File: config.mk
export PLATFORM = sky130hd
export DESIGN_NAME = ifetch
export DESIGN_NICKNAME = d
export VERILOG_FILES = /design/src/rtl/ifetch.sv
export SDC_FILE = /design/constraint.sdc
export NUM_CORES = 1
export LEC_CHECK = 0
export BUFFER_PORTS_ARGS = -buffer_cell sky130_fd_sc_hd__buf_2
export CAP_MARGIN = 20
export CELL_PAD_IN_SITES_DETAIL_PLACEMENT = 1
export CELL_PAD_IN_SITES_GLOBAL_PLACEMENT = 2
export CORE_AREA = 4 4 155 157
export CTS_BUF_LIST = sky130_fd_sc_hd__clkbuf_4 sky130_fd_sc_hd__clkbuf_8
export DETAILED_ROUTE_END_ITERATION = 16
export DIE_AREA = 0 0 159 161
export GPL_TIMING_DRIVEN = 0
export PLACE_DENSITY_LB_ADDON = 0.12
export SLEW_MARGIN = 30
export SYNTH_ARGS = -nofsm -noshare
export SYNTH_HDL_FRONTEND = slang
export SYNTH_SLANG_ARGS = --single-unit
File: constraint.sdc
create_clock -name clk -period 4.8 [get_ports clk]
set_input_delay 0.24 -clock clk [delete_from_list [all_inputs] [get_ports clk]]
set_output_delay 0.24 -clock clk [all_outputs]
set_load 0.02 [all_outputs]
File: src/rtl/ifetch.sv
// Instruction-fetch initiator: drives the PC into a 1-cycle ROM, buffers the
// returned words in a 2-entry FIFO and hands (pc, instr) pairs to decode.
module ifetch #(
    parameter logic [31:0] RESET_PC = 32'h0000_0000
) (
    input  logic        clk,
    input  logic        rst,
    output logic [31:0] rom_addr,
    input  logic [31:0] rom_rdata,
    input  logic        redirect_valid,
    input  logic [31:0] redirect_pc,
    output logic        out_valid,
    output logic [31:0] out_pc,
    output logic [31:0] out_instr,
    input  logic        out_ready
);

    localparam int unsigned XLEN  = 32;
    localparam int unsigned DEPTH = 2;
    localparam int unsigned CNT_W = 2;
    localparam int unsigned OCC_W = 3;

    typedef struct packed {
        logic [XLEN-1:0] pc;
        logic [XLEN-1:0] instr;
    } fetch_entry_t;

    logic [XLEN-1:0]  f_pc_q, f_pc_d;
    logic             req_v_q, req_v_d;
    logic [XLEN-1:0]  req_pc_q, req_pc_d;
    fetch_entry_t     entry_q [DEPTH];
    fetch_entry_t     entry_d [DEPTH];
    logic             wr_ptr_q, wr_ptr_d;
    logic             rd_ptr_q, rd_ptr_d;
    logic [CNT_W-1:0] count_q, count_d;

    logic             pop;
    logic             push;
    logic             issue;
    logic [OCC_W-1:0] occ;

    assign rom_addr  = f_pc_q;
    assign out_valid = (count_q != CNT_W'(0));
    assign out_pc    = entry_q[rd_ptr_q].pc;
    assign out_instr = entry_q[rd_ptr_q].instr;

    // Next-state: FIFO push/pop, fetch issue, redirect flush.
    always_comb begin
        f_pc_d   = f_pc_q;
        req_v_d  = req_v_q;
        req_pc_d = req_pc_q;
        entry_d  = entry_q;
        wr_ptr_d = wr_ptr_q;
        rd_ptr_d = rd_ptr_q;

        pop  = out_valid && out_ready;
        push = req_v_q;
        // Occupancy once the in-flight word lands; issue only if a slot remains.
        occ     = OCC_W'(count_q) + OCC_W'(req_v_q) - OCC_W'(pop);
        issue   = (occ < OCC_W'(2));
        count_d = CNT_W'(occ);

        if (push) begin
            entry_d[wr_ptr_q] = '{pc: req_pc_q, instr: rom_rdata};
            wr_ptr_d          = ~wr_ptr_q;
        end
        if (pop) begin
            rd_ptr_d = ~rd_ptr_q;
        end

        if (issue) begin
            req_v_d  = 1'b1;
            req_pc_d = f_pc_q;
            f_pc_d   = f_pc_q + XLEN'(4);
        end else begin
            req_v_d  = 1'b0;
        end

        // Flush only resets occupancy; stale entries are simply unreachable.
        if (redirect_valid) begin
            f_pc_d   = redirect_pc & ~XLEN'(3);
            req_v_d  = 1'b0;
            count_d  = '0;
            rd_ptr_d = 1'b0;
            wr_ptr_d = 1'b0;
        end
    end

    // State registers with synchronous reset.
    always_ff @(posedge clk) begin
        if (rst) begin
            f_pc_q   <= RESET_PC;
            req_v_q  <= 1'b0;
            req_pc_q <= '0;
            wr_ptr_q <= 1'b0;
            rd_ptr_q <= 1'b0;
            count_q  <= '0;
            for (int i = 0; i < int'(DEPTH); i++) begin
                entry_q[i] <= '0;
            end
        end else begin
            f_pc_q   <= f_pc_d;
            req_v_q  <= req_v_d;
            req_pc_q <= req_pc_d;
            wr_ptr_q <= wr_ptr_d;
            rd_ptr_q <= rd_ptr_d;
            count_q  <= count_d;
            entry_q  <= entry_d;
        end
    end

`ifndef SYNTHESIS
    // A returning word must always find a free slot.
    a_no_overflow: assert property (@(posedge clk) disable iff (rst)
        !(req_v_q && (count_q == CNT_W'(DEPTH)) && !pop));
`endif

endmodule

==> impl_metrics.ini <==
[timing]
finalCritPeriodShare = 0.784
rsz0062_at_grt = false
slew_headroom = 0.487
setup_viol = 0
hold_viol = 0
drv_slew = 0
fin_setup_tns_ns = 0
final.setup_skew_ns = 0.0197
worstMarginPinSlew_ns = 0.766
min_period_ns = 3.77
fmax_ghz = 0.266

[detailed_routing]
dr.pass1.iters = 4
wl_per_cell_um = 16.4
drt_first_iter_violations = 205
via_per_inst = 4.77
num_vias = 6995
drc = 0
totalWireLength_mm = 24.0
ant_nets = 0

[setup_path]
end_kind = flip-flop
crit_path_cell_trace = or2_2 > and2_1 > ha_1 > inv_1 > ha_1 > fa_1 > clkbuf_1 > nand4b_1 > nor2_2 > nand4_1 > or3_1 > a31oi_1
cpMaxStageDelayCell = nor2_2
path_class = flip-flop to flip-flop
cpPeakStageDelay_ns = 0.43
crit_path_frequent_cell = ha_1
critPathArrivalTime_ns = 4.15
worstPathRequired_ns = 5.18
crit_fanout = 9
cp-startpoint = count_q[1]
r2r_setup_slack_ns = 1.03
r2r_start = count_q[1]
start_kind = flip-flop

[placed_design]
gp_congestion = 0.776
numPortBuffers = 157
hpwl_mm = 17.5

[cts]
cts_max_level = 4
clock_sinks = 189
numCtsBuffers = 17
clkLatencyLatePin_ns = 0.46
cts_tree = yes
clk_pin_slew_ns = 0.11
cts_buffer_depth = 2
cts_root_buf = clkbuf_8

[power_and_ir_drop]
p_total_mw = 3.18
ir_worst_vdd_mv = 0.168
p_leak_nw = 3.77
power.density_nw_per_um2 = 331

[synthesis]
yosys_warnings = 0
synth_area_um2 = 7850
postSynthAreaPerCell_um2 = 8.12
synth_cells = 966
synth_cell_types = 41
ys_seq_area_frac = 0.482
synth-seq-cells = 189

[grt]
grt-ovfl-total = 0
grtUsageTotal = 0.188
grt_max_degree = 18
grt_pass1_wl_mm = 38.9
grt_pass1_vias = 7222
antenna_found_initial = 0

[floorplan]
dieWidth_um = 159
die_area_um2 = 25600
start_util = 0.349
ioPinCount = 165
die_y_um = 161
core_area_um2 = 22500
row_count = 55

[layout]
final_cell_mix = nand2_1, dfxtp_1, a21oi_1
diodes = 0
final_layout_size_suffix_gt1_frac = 0.224
final_common_cell = nand2_1
area_delta_synth_final_pct = 22.5
fin_nets = 1239

[run_status]
status = finished clean

[hold_path]
holdCritStartpoint = rom_rdata[24]
min_path_type = input port to flip-flop

[run]
drv_cap = 0
[sequential cells by signal, summed over array words and instances (netlist names)]
| name | count |
|---|---|
| push | 1 |
| rom_addr | 30 |
| wr_ptr_q | 1 |
| count_q | 2 |
| req_pc_q | 30 |
| rd_ptr_q | 1 |
| entry_q | 124 |
[area by class of cell]
cell class,count,area (µm²)
repair buffers,179,1010
well taps,285,357
clock inverters,12,128
plain buffers,72,285
clock buffers,20,263
fillers,2821,12900
flip-flops and latches,189,3780
multi-input cells,699,3750
inverters,9,33.8
[kinds of logic after synthesis]
logic type,share of synthesized area
other,0.000478
xor gates and xnor gates,0.0322
adders and majority gates,0.00734
AOI/OAI and AO/OA,0.131
muxes,0.0903
buffers and inverters,0.0407
and+or+nand+nor,0.215
DFF,0.482
[worst max-delay path, delay by kind of cell (launching register included)]
kind,cells,cell delay [ns]
fa+ha+maj,3,0.89
buf+inv,2,0.30
simple gates,6,1.99
flops,1,0.35
compound gates,1,0.16
[power breakdown]
group / leakage (nW) / switching, mW / total [mW] / internal [mW]
combinational: 2.04 / 0.273 / 0.424 / 0.151
clock: 0.192 / 0.607 / 1.06 / 0.452
sequential: 1.54 / 0.0629 / 1.70 / 1.63
[final timing paths]
check,to,cells after the start
min reg2reg,entry_q[8],2
min,entry_q[88],3
max reg2reg,rom_addr[31],12
max,rom_addr[31],12
[synth_stat cells]
| cell | n | area share |
|---|---|---|
| mux2i_1 | 1 | 0.0013 |
| nand4b_1 | 1 | 0.0011 |
| a211oi_1 | 19 | 0.018 |
| nor2_2 | 1 | 0.00080 |
| nand2_1 | 323 | 0.15 |
| xnor2_2 | 1 | 0.0021 |
| o2bb2ai_1 | 1 | 0.0011 |
| o21bai_1 | 2 | 0.0019 |
| or2_2 | 2 | 0.0016 |
| buf_4 | 4 | 0.0038 |
| a311oi_1 | 2 | 0.0022 |
| nor2_1 | 32 | 0.015 |
| or3_1 | 3 | 0.0024 |
| a31oi_1 | 2 | 0.0016 |
| nand3_1 | 12 | 0.0077 |
| o21ai_0 | 3 | 0.0019 |
| nor3_1 | 5 | 0.0032 |
| mux2_2 | 62 | 0.089 |
| and3_1 | 6 | 0.0048 |
| nor3_2 | 1 | 0.0013 |
| nor4b_1 | 1 | 0.0011 |
| xor2_1 | 18 | 0.020 |
| nand2_2 | 1 | 0.00080 |
| nor3b_1 | 1 | 0.00096 |
| nor4_4 | 2 | 0.0054 |
| fa_1 | 1 | 0.0026 |
| xnor2_1 | 9 | 0.010 |
| nor4_1 | 1 | 0.00080 |
| buf_1 | 3 | 0.0014 |
| and2_1 | 4 | 0.0032 |
| a2111oi_0 | 1 | 0.0011 |
| nand2b_1 | 1 | 0.00080 |
| nand4_1 | 12 | 0.0096 |
| ha_1 | 3 | 0.0048 |
| inv_1 | 8 | 0.0038 |
| inv_2 | 1 | 0.00048 |
| a21oi_1 | 159 | 0.10 |
| o21a_1 | 2 | 0.0019 |
| clkbuf_1 | 65 | 0.031 |
| conb_1 | 1 | 0.00048 |
| dfxtp_1 | 189 | 0.48 |
[metal layers]
| layer | wire length, µm | global-route usage | part of all wire |
|---|---|---|---|
| met5 | 0 | 0 | 0 |
| met4 | 307 | 0.0505 | 0.013 |
| met3 | 824 | 0.0350 | 0.034 |
| met2 | 11200 | 0.307 | 0.47 |
| met1 | 11700 | 0.256 | 0.49 |
[what timing repair did]
action,4_1_cts,5_1_grt
setup buffers,0,0
gates resized for setup,0,0
hold buffers,18,4
endpoints found under the setup margin,0,0
endpoints found under the hold margin,30,4
[stage by stage]
stage	util	setup WS (ns)	area, µm²	instances	hold WS (ns)
after floorplan	-	1.55	7860	969	0.333
after global placement	0.400	1.02	9000	1411	0.438
after detailed placement	0.400	1.00	9000	1411	0.447
after CTS	0.425	0.973	9570	1461	0.000147
after global routing	0.427	0.742	9610	1465	0.00408
final	0.427	1.03	9610	1465	0.0249
(Power assumes the default switching activity.)
